$ cat src/rtl/pc_sequencer.sv
// rtl/pc_sequencer.sv - multicycle instruction sequencer: IF/ID/EXE/MEM/WB/HALT control and retire count
module pc_sequencer #(
  parameter logic [5:0] HALT_OP       = 6'b111111,
  parameter bit         ILLEGAL_HALTS = 1'b1
) (
  input  logic        CLK,
  input  logic        Reset,
  input  logic [5:0]  Opcode,
  input  logic        Zero,
  input  logic        MemReady,
  output logic        PCWre,
  output logic [1:0]  PCSrc,
  output logic        IRWre,
  output logic        RegWre,
  output logic        MemRead,
  output logic        MemWrite,
  output logic [2:0]  State,
  output logic [31:0] RetireCount
);

  typedef enum logic [2:0] {
    S_IF   = 3'b000,
    S_ID   = 3'b001,
    S_EXE  = 3'b010,
    S_MEM  = 3'b011,
    S_WB   = 3'b100,
    S_HALT = 3'b111
  } state_t;

  localparam logic [5:0] OP_R    = 6'b000000;
  localparam logic [5:0] OP_J    = 6'b000010;
  localparam logic [5:0] OP_JAL  = 6'b000011;
  localparam logic [5:0] OP_BEQ  = 6'b000100;
  localparam logic [5:0] OP_BNE  = 6'b000101;
  localparam logic [5:0] OP_ADDI = 6'b001000;
  localparam logic [5:0] OP_LW   = 6'b100011;
  localparam logic [5:0] OP_SW   = 6'b101011;

  state_t      state;
  state_t      nxt;
  logic [5:0]  op_q;
  logic [5:0]  op;
  logic        is_jump;
  logic        is_branch;
  logic        is_mem;
  logic        is_exe;
  logic        taken;
  logic [31:0] retire_q;

  always_comb begin
    nxt      = S_IF;
    PCWre    = 1'b0;
    PCSrc    = 2'b00;
    IRWre    = 1'b0;
    RegWre   = 1'b0;
    MemRead  = 1'b0;
    MemWrite = 1'b0;
    // Decode the live opcode in ID; later states use the copy captured when leaving ID
    op        = (state == S_ID) ? Opcode : op_q;
    is_jump   = (op == OP_J) || (op == OP_JAL);
    is_branch = (op == OP_BEQ) || (op == OP_BNE);
    is_mem    = (op == OP_LW) || (op == OP_SW);
    is_exe    = (op == OP_R) || (op == OP_ADDI) || is_branch || is_mem;
    taken     = ((op == OP_BEQ) && Zero) || ((op == OP_BNE) && !Zero);

    case (state)
      S_IF: begin
        IRWre = MemReady;
        nxt   = MemReady ? S_ID : S_IF;
      end
      S_ID: begin
        if (is_jump) begin
          PCWre  = 1'b1;
          PCSrc  = 2'b10;
          RegWre = (op == OP_JAL);
          nxt    = S_IF;
        end else if (op == HALT_OP) begin
          nxt = S_HALT;
        end else if (is_exe) begin
          nxt = S_EXE;
        end else if (ILLEGAL_HALTS) begin
          nxt = S_HALT;
        end else begin
          PCWre = 1'b1;
          nxt   = S_IF;
        end
      end
      S_EXE: begin
        if (is_mem) begin
          nxt = S_MEM;
        end else if (is_branch) begin
          PCWre = 1'b1;
          PCSrc = taken ? 2'b01 : 2'b00;
          nxt   = S_IF;
        end else begin
          nxt = S_WB;
        end
      end
      S_MEM: begin
        MemRead  = (op == OP_LW);
        MemWrite = (op == OP_SW);
        if (!MemReady) begin
          nxt = S_MEM;
        end else if (op == OP_LW) begin
          nxt = S_WB;
        end else begin
          PCWre = 1'b1;
          nxt   = S_IF;
        end
      end
      S_WB: begin
        RegWre = 1'b1;
        PCWre  = 1'b1;
        nxt    = S_IF;
      end
      S_HALT: begin
        PCSrc = 2'b11;
        nxt   = S_HALT;
      end
      default: nxt = S_IF;
    endcase

    // While reset is held the sequencer presents quiet IF outputs regardless of MemReady
    if (Reset) begin
      nxt      = S_IF;
      PCWre    = 1'b0;
      PCSrc    = 2'b00;
      IRWre    = 1'b0;
      RegWre   = 1'b0;
      MemRead  = 1'b0;
      MemWrite = 1'b0;
    end
  end

  always_ff @(posedge CLK or posedge Reset) begin
    if (Reset) begin
      state    <= S_IF;
      op_q     <= 6'b000000;
      retire_q <= 32'd0;
    end else begin
      state <= nxt;
      if (state == S_ID) op_q <= Opcode;
      // Entering HALT retires the halting instruction even though the PC is frozen
      if (PCWre || ((nxt == S_HALT) && (state != S_HALT))) retire_q <= retire_q + 32'd1;
    end
  end

  assign State       = state;
  assign RetireCount = retire_q;

endmodule
$ cat config.mk
export PLATFORM = sky130hd
export DESIGN_NAME = pc_sequencer
export DESIGN_NICKNAME = d
export VERILOG_FILES = /design/src/rtl/pc_sequencer.sv
export SDC_FILE = /design/constraint.sdc
export NUM_CORES = 1
export LEC_CHECK = 0
export BUFFER_PORTS_ARGS = -buffer_cell sky130_fd_sc_hd__buf_4
export CORE_ASPECT_RATIO = 0.8
export CORE_MARGIN = 1.5
export CORE_UTILIZATION = 58
export CTS_CLUSTER_DIAMETER = 30
export DETAILED_ROUTE_END_ITERATION = 6
export PLACE_DENSITY = 0.81
export REMOVE_ABC_BUFFERS = 1
export SLEW_MARGIN = 0
export SYNTH_ARGS = -nofsm -noshare
export SYNTH_HDL_FRONTEND = slang
export SYNTH_SLANG_ARGS = --single-unit
$ cat constraint.sdc
create_clock -name CLK -period 5.2 [get_ports CLK]
set_input_delay 0.26 -clock CLK [delete_from_list [all_inputs] [get_ports CLK]]
set_output_delay 0.26 -clock CLK [all_outputs]
set_load 0.01 [all_outputs]
==> results of run 1 <==
-- final timing paths --
check	endpoint	depth (start not counted)	slack, ns
max	PCSrc[0]	7	2.23
max in group asynchronous	RetireCount[2]$_DFFE_PP0P_	3	4.68
min in group CLK	State[1]$_DFF_PP0_	2	0.22
min	RetireCount[1]$_DFFE_PP0P_	3	0.15
min reg2reg	RetireCount[31]$_DFFE_PP0P_	1	0.47
max reg2reg	RetireCount[9]$_DFFE_PP0P_	7	2.28
-- Yosys cell counts (2+ instances only) --
library cell  instances
o21ai_0               2
mux2i_1               2
nor4b_1               2
xnor2_1               5
and3_1                8
dfrtp_1              41
mux2_2                7
nor4_2                5
a41oi_1               2
nor2_1               13
xor2_1               28
clkbuf_1              5
buf_6                 2
nand2_1              15
nor2b_1               3
nand3_1              13
nor3b_1               2
nand2b_1              4
and4bb_2              2
nor3_1               15
nand4_1               6
buf_2                 5
or4_1                 2
a21oi_1               5
inv_1                 5
-- per-layer routing --
layer | up-vias | track usage
li1 | 901 | -
met1 | 903 | 0.3972
met2 | 37 | 0.3385
met3 | 2 | 0.05228
met4 | 0 | 0.07143
met5 | - | 0
-- through the flow --
step	cell area [um2]	setup WS (ns)	power (mW)	cells	utilization
finish	2825	2.226	0.8806	328	0.7379
global route	2825	1.971	0.9386	328	0.7379
CTS	2825	2.263	0.8887	328	0.7379
detailed placement	2729	2.342	0.6723	320	0.7127
global placement	2729	2.434	0.6669	320	0.7127
floorplan	2262	2.161	0.5782	212	-
-- cell usage in the layout, fill, tap and decap left out, types with 4 or more instances in the layout --
cell	instances
buf_4	53
nand4_1	6
a21oi_1	5
xor2_1	28
nand3_1	13
nand2_1	15
xnor2_1	5
dfrtp_1	41
nand2b_1	4
clkbuf_8	6
nor2_1	13
mux2_2	7
and3_1	8
nor4_2	5
nor3_1	15
inv_1	5
-- worst max-delay path: cells and delay by family (launching register included) --
| kind | cells | cell delay (ns) |
|---|---|---|
| buffers and inverters | 1 | 0.14 |
| AOI/OAI and AO/OA | 2 | 0.20 |
| and+or+nand+nor | 3 | 1.11 |
| DFF | 1 | 0.56 |
| muxes | 1 | 0.43 |
-- kinds of logic (layout without fill, tap and decap cells) --
kind of cell / Yosys count / after routing / share of synthesized area
compound gates: 20 / 20 / 0.06814
buf+inv: 18 / 66 / 0.03809
xor+xnor: 33 / 33 / 0.1239
mux: 9 / 9 / 0.04238
fa+ha+maj: 1 / 1 / 0.005364
simple gates: 103 / 103 / 0.2822
flops: 41 / 41 / 0.4399
-- power by group through the flow --
stage	combinational (mW)	clock (mW)	sequential [mW]
floorplan	0.152	0	0.426
detailed placement	0.240	0	0.433
CTS	0.242	0.221	0.426
global placement	0.238	0	0.429
finish	0.241	0.213	0.426
global route	0.266	0.237	0.435
-- sequential cells by signal, indices dropped and copies added (netlist names) --
name,cells
RetireCount,32
op_q,6
State,3
-- area by class of cell --
cell class                      instances  area, um2
Tap cell                               55      68.82
Clock buffer                            6      82.58
Clock inverter                          2      13.76
Sequential cell                        41       1026
Fill cell                             302       1003
Inverter                                5      18.77
Multi-Input combinational cell        166       1217
Timing Repair Buffer                   53      397.9
==> run_results.csv, run 1 <==
group,metric,value,unit
synth,ys_top_cells_by_area,"dfrtp_1, xor2_1, mux2_2",
synth,netlist.area_leader.share,0.4399,
global_routing,antenna_found_initial,0,
final_layout,diodes,0,
setup_path,crit_path_start_kind,"register",
final_layout,fin_nets,283,
clock_network,ctsHtreeMaxLevel,2,
synth,mappedNetlistArea,0.002332,mm2
setup_path,max_stage_delay,0.83,ns
synth,synth_edf_count,0,
synth,synth_ff_type,"dfrtp_1",
sta,maxSlewViolCount,0,
floorplan,core,0.003829,mm2
final_layout,drive_above_1_share,0.3077,
global_routing,grt-ovfl-total,0,
sta,worst_slew_pin_slew,0.9280,ns
setup_path,crit_start,"State[0]$_DFF_PP0_",
pwr,power_frac_seq,0.484,
global_routing,grt_max_degree,43,
setup_path,cp_data_arrival_time,2.71,ns
sta,rsz0062_at_grt,"no",
drt,vias_per_cell,5.619,
drt,drt-total-wl,4833,um
clock_network,clkTransAtPathRegs,0.08,ns
drt,wl_met3,177,um
setup_path,cp_cell_sequence,"nor3b_2 > mux2_2 > nor2_1 > o22ai_1 > nand3b_1 > a21oi_1 > buf_4",
pwr,ir_drop,0.3138,mV
hold_path,hold_path_class,"in2async",
drt,drc,0,
clock_network,cts_buffers,5,
floorplan,ioPinCount,52,
sta,hold_violations,0,
drt,postRouteAntennaNets,0,
run_status,outcome,"complete, no violations",
drt,first_pass_iters,4,
setup_path,required,4.94,ns
place,io_buffer_count,51,
synth,synthArstFlopShare,1.000,
place,place_congestion,0.8910,
synth,synth-seq-cells,41,
drt,wl_met1,2437,um
floorplan,die_height,59.72,um
flow_run,cap_violations,0,
floorplan,start_util,0.6092,
pwr,clkPwrFrac,0.242,
floorplan,fp.dieW,73.90,um
setup_path,r2r-start,"State[0]$_DFF_PP0_",
clock_network,cts_sinks,41,
clock_network,cts_buffer_depth,2,
drt,highest_layer,"met4",
sta,fin_setup_tns,0,ns
floorplan,die_area,0.004413,mm2
place,detailed_place_hpwl,3646,um
sta,skew,0.01078,ns
synth,synth.distinct_cells,51,
drt,drt_iter0_drc,165,
sta,relSlewSlack,0.3786,
clock_network,post_cts_buffers,0,
setup_path,critPathSlowestCell,"nor3b_2",
pwr,p_comb_frac,0.273,
synth,syn_area_per_cell,10.37,um2
clock_network,clock_latency,0.29,ns
clock_network,post_cts_resized,0,
global_routing,grt_pass1_vias,1650,
final_layout,area_growth,21.14,%
sta,period_minus_slack,2.974,ns
setup_path,crit_fanout,14,
sta,fmax,0.3363,GHz
floorplan,rows,20,
global_routing,grt_usage,0.2494,
setup_path,path_class,"reg2out",
pwr,internal-power,0.5866,mW
synth,ys_seq_area_frac,0.4399,
clock_network,cts-root-buf,"clkbuf_8",
synth,synthCells,225,
synth,synth.largest_area_cell,"dfrtp_1",
pwr,p_leak,1.386,nW
setup_path,critPathCaptureType,"primary output",
sta,holdWs,0.1489,ns
pwr,switching_power,0.2941,mW
clock_network,hold_buffers,0,
global_routing,grt_pass1_wl,8252,um
drt,route.vias.total,1843,
pwr,power.density,311.7,mW/mm2
synth,synth.yosys.warnings,0,
sta,setup_viol,0,
drt,wl_met2,2182,um
clock_network,cts_tree,"done",
drt,routedWlPerCell,14.73,um
sta,timing.final.crit_share,0.5719,
pwr,p_sw_frac,0.3339,
Power figures use the tool's default switching activity.
==> run 2, diff against run 1 <==
--- a/config.mk
+++ b/config.mk
@@ -8,10 +8,10 @@
 export BUFFER_PORTS_ARGS = -buffer_cell sky130_fd_sc_hd__buf_4
 export CORE_ASPECT_RATIO = 0.8
 export CORE_MARGIN = 1.5
-export CORE_UTILIZATION = 58
+export CORE_UTILIZATION = 54
 export CTS_CLUSTER_DIAMETER = 30
 export DETAILED_ROUTE_END_ITERATION = 6
-export PLACE_DENSITY = 0.81
+export PLACE_DENSITY = 0.76
 export REMOVE_ABC_BUFFERS = 1
 export SLEW_MARGIN = 0
 export SYNTH_ARGS = -nofsm -noshare
==> constraint.sdc (replaced) <==
create_clock -name CLK -period 2.8 [get_ports CLK]
set_input_delay 0.14 -clock CLK [delete_from_list [all_inputs] [get_ports CLK]]
set_output_delay 0.14 -clock CLK [all_outputs]
set_load 0.01 [all_outputs]
==> run 2 against run 1 <==
Net effect:
- setup slack got worse by 2.0 ns
- critical path depth increased by 1
- non-clock buffer count up 1
- critical path type unchanged
- critical endpoint unchanged
- largest cell class unchanged
==> run_results.csv, run 2 (synthesis results as in run 1) <==
group,metric,value,unit
run_status,outcome,"complete, no violations",
setup_path,rrSetupSlack,0.48,ns
final_layout,fin_nets,284,
final_layout,area_growth,22.69,%
global_routing,grt_usage,0.2203,
sta,rsz0062_at_grt,"no",
drt,drt-total-wl,4945,um
place,place_congestion,0.9599,
place,dpl_worst_slack,0.4300,ns
place,dp.cells,323,
setup_path,path_class,"reg2out",
drt,routedWlPerCell,14.98,um
setup_path,crit_fanout,12,
final_layout,diodes,0,
floorplan,core,0.004151,mm2
place,detailed_place_hpwl,3627,um
clock_network,ctsHtreeMaxLevel,2,
sta,setup_viol,0,
floorplan,die_height,61.78,um
hold_path,hold_path_class,"in2async",
pwr,ir_drop,0.5622,mV
floorplan,start_util,0.5618,
flow_run,cap_violations,0,
clock_network,cts_sinks,41,
setup_path,crit_start,"State[0]$_DFF_PP0_",
clock_network,cts_buffer_depth,2,
final_layout,layout_common_cells,"buf_4, dfrtp_1, xor2_1",
place,placed_area,0.002751,mm2
global_routing,grt_pass1_wl,7983,um
pwr,power.density,598.8,mW/mm2
sta,fin_setup_tns,0,ns
sta,hold_violations,0,
floorplan,rows,21,
sta,finalWorstSetupSlack,0.2758,ns
drt,first_pass_iters,4,
setup_path,critPathCaptureType,"primary output",
drt,vias_per_cell,5.642,
place,io_buffer_count,51,
sta,relSlewSlack,0.6092,
final_layout,final_cell_area,0.002861,mm2
setup_path,cp_data_arrival_time,2.38,ns
final_layout,drive_above_1_share,0.3077,
clock_network,cts_buffers,5,
floorplan,ioPinCount,52,
clock_network,hold_buffers,0,
drt,route.vias.total,1862,
sta,worst_slew_pin_slew,0.5818,ns
sta,maxSlewViolCount,0,
drt,postRouteAntennaNets,0,
final_layout,utilization,0.6893,
clock_network,cts-root-buf,"clkbuf_8",
pwr,p_leak,1.399,nW
sta,fmax,0.3962,GHz
clock_network,cts_tree,"done",
setup_path,crit_path_start_kind,"register",
setup_path,worst-r2r-cell-count,7,
drt,drc,0,
global_routing,grt_max_degree,42,
sta,skew,0.01021,ns
global_routing,grt-ovfl-total,0,
clock_network,clkTransAtPathRegs,0.07,ns
sta,period_minus_slack,2.524,ns
floorplan,fp.dieW,76.48,um
clock_network,post_cts_buffers,0,
clock_network,clock_latency,0.29,ns
setup_path,required,2.66,ns
setup_path,r2r-start,"State[0]$_DFF_PP0_",
setup_path,regToRegEndpoint,"RetireCount[9]$_DFFE_PP0P_",
global_routing,antenna_found_initial,0,
sta,timing.final.crit_share,0.9015,
final_layout,fin_cells,330,
floorplan,die_area,0.004725,mm2
sta,holdWs,0.06829,ns
final_layout,largest_reg_flops,32,
drt,drt_iter0_drc,164,
global_routing,grt_pass1_vias,1617,
final_layout,layout_commonest_cell,"buf_4",
pwr,total_power,1.714,mW
==> run 2: area by class of cell <==
cell class | instances | area, um2
Tap cell | 57 | 71.32
Clock buffer | 5 | 68.82
Fill cell | 331 | 1290
Multi-Input combinational cell | 166 | 1224
Sequential cell | 41 | 1026
Timing Repair Buffer | 54 | 417.9
Inverter | 5 | 18.77
Clock inverter | 2 | 35.03
==> run 2: repair_timing <==
item / 4_1_cts / 5_1_grt
resized for setup: 0 / 1
setup endpoints to repair: 0 / 2
endpoints found under the hold margin: 0 / 0
==> run 2: metal layers <==
metal	track usage	vias up	wire (um)
met5	0	-	0
li1	-	899	-
met2	0.3176	61	2156
met4	0.05820	0	29
met3	0.06131	4	281
met1	0.3284	898	2477
==> run 2: how the worst max path moves through the flow <==
stage / to / slack [ns] / cells after the start
final: PCSrc[0] / 0.28 / 8
after global routing: PCSrc[1] / 0.05 / 8
after CTS: PCSrc[0] / 0.22 / 8
after detailed placement: RetireCount[9]$_DFFE_PP0P_ / 0.43 / 7
after global placement: RetireCount[9]$_DFFE_PP0P_ / 0.54 / 7
after floorplan: RetireCount[1]$_DFFE_PP0P_ / -0.24 / 5
==> run 2: power breakdown <==
part | switching, mW | total (mW) | internal (mW)
Clock | 0.190 | 0.449 | 0.259
Sequential | 0.120 | 0.793 | 0.673
Combinational | 0.238 | 0.471 | 0.233
Total | 0.548 | 1.71 | 1.17
==> run 2: critical path, cell delays in order, from the launching register on <==
cell and delay (ns):
dfrtp_1 0.56, nor3b_4 0.37, buf_4 0.23, mux2_2 0.35
nor2_1 0.12, o22ai_1 0.11, nand3b_1 0.12, a21oi_1 0.08
buf_4 0.14
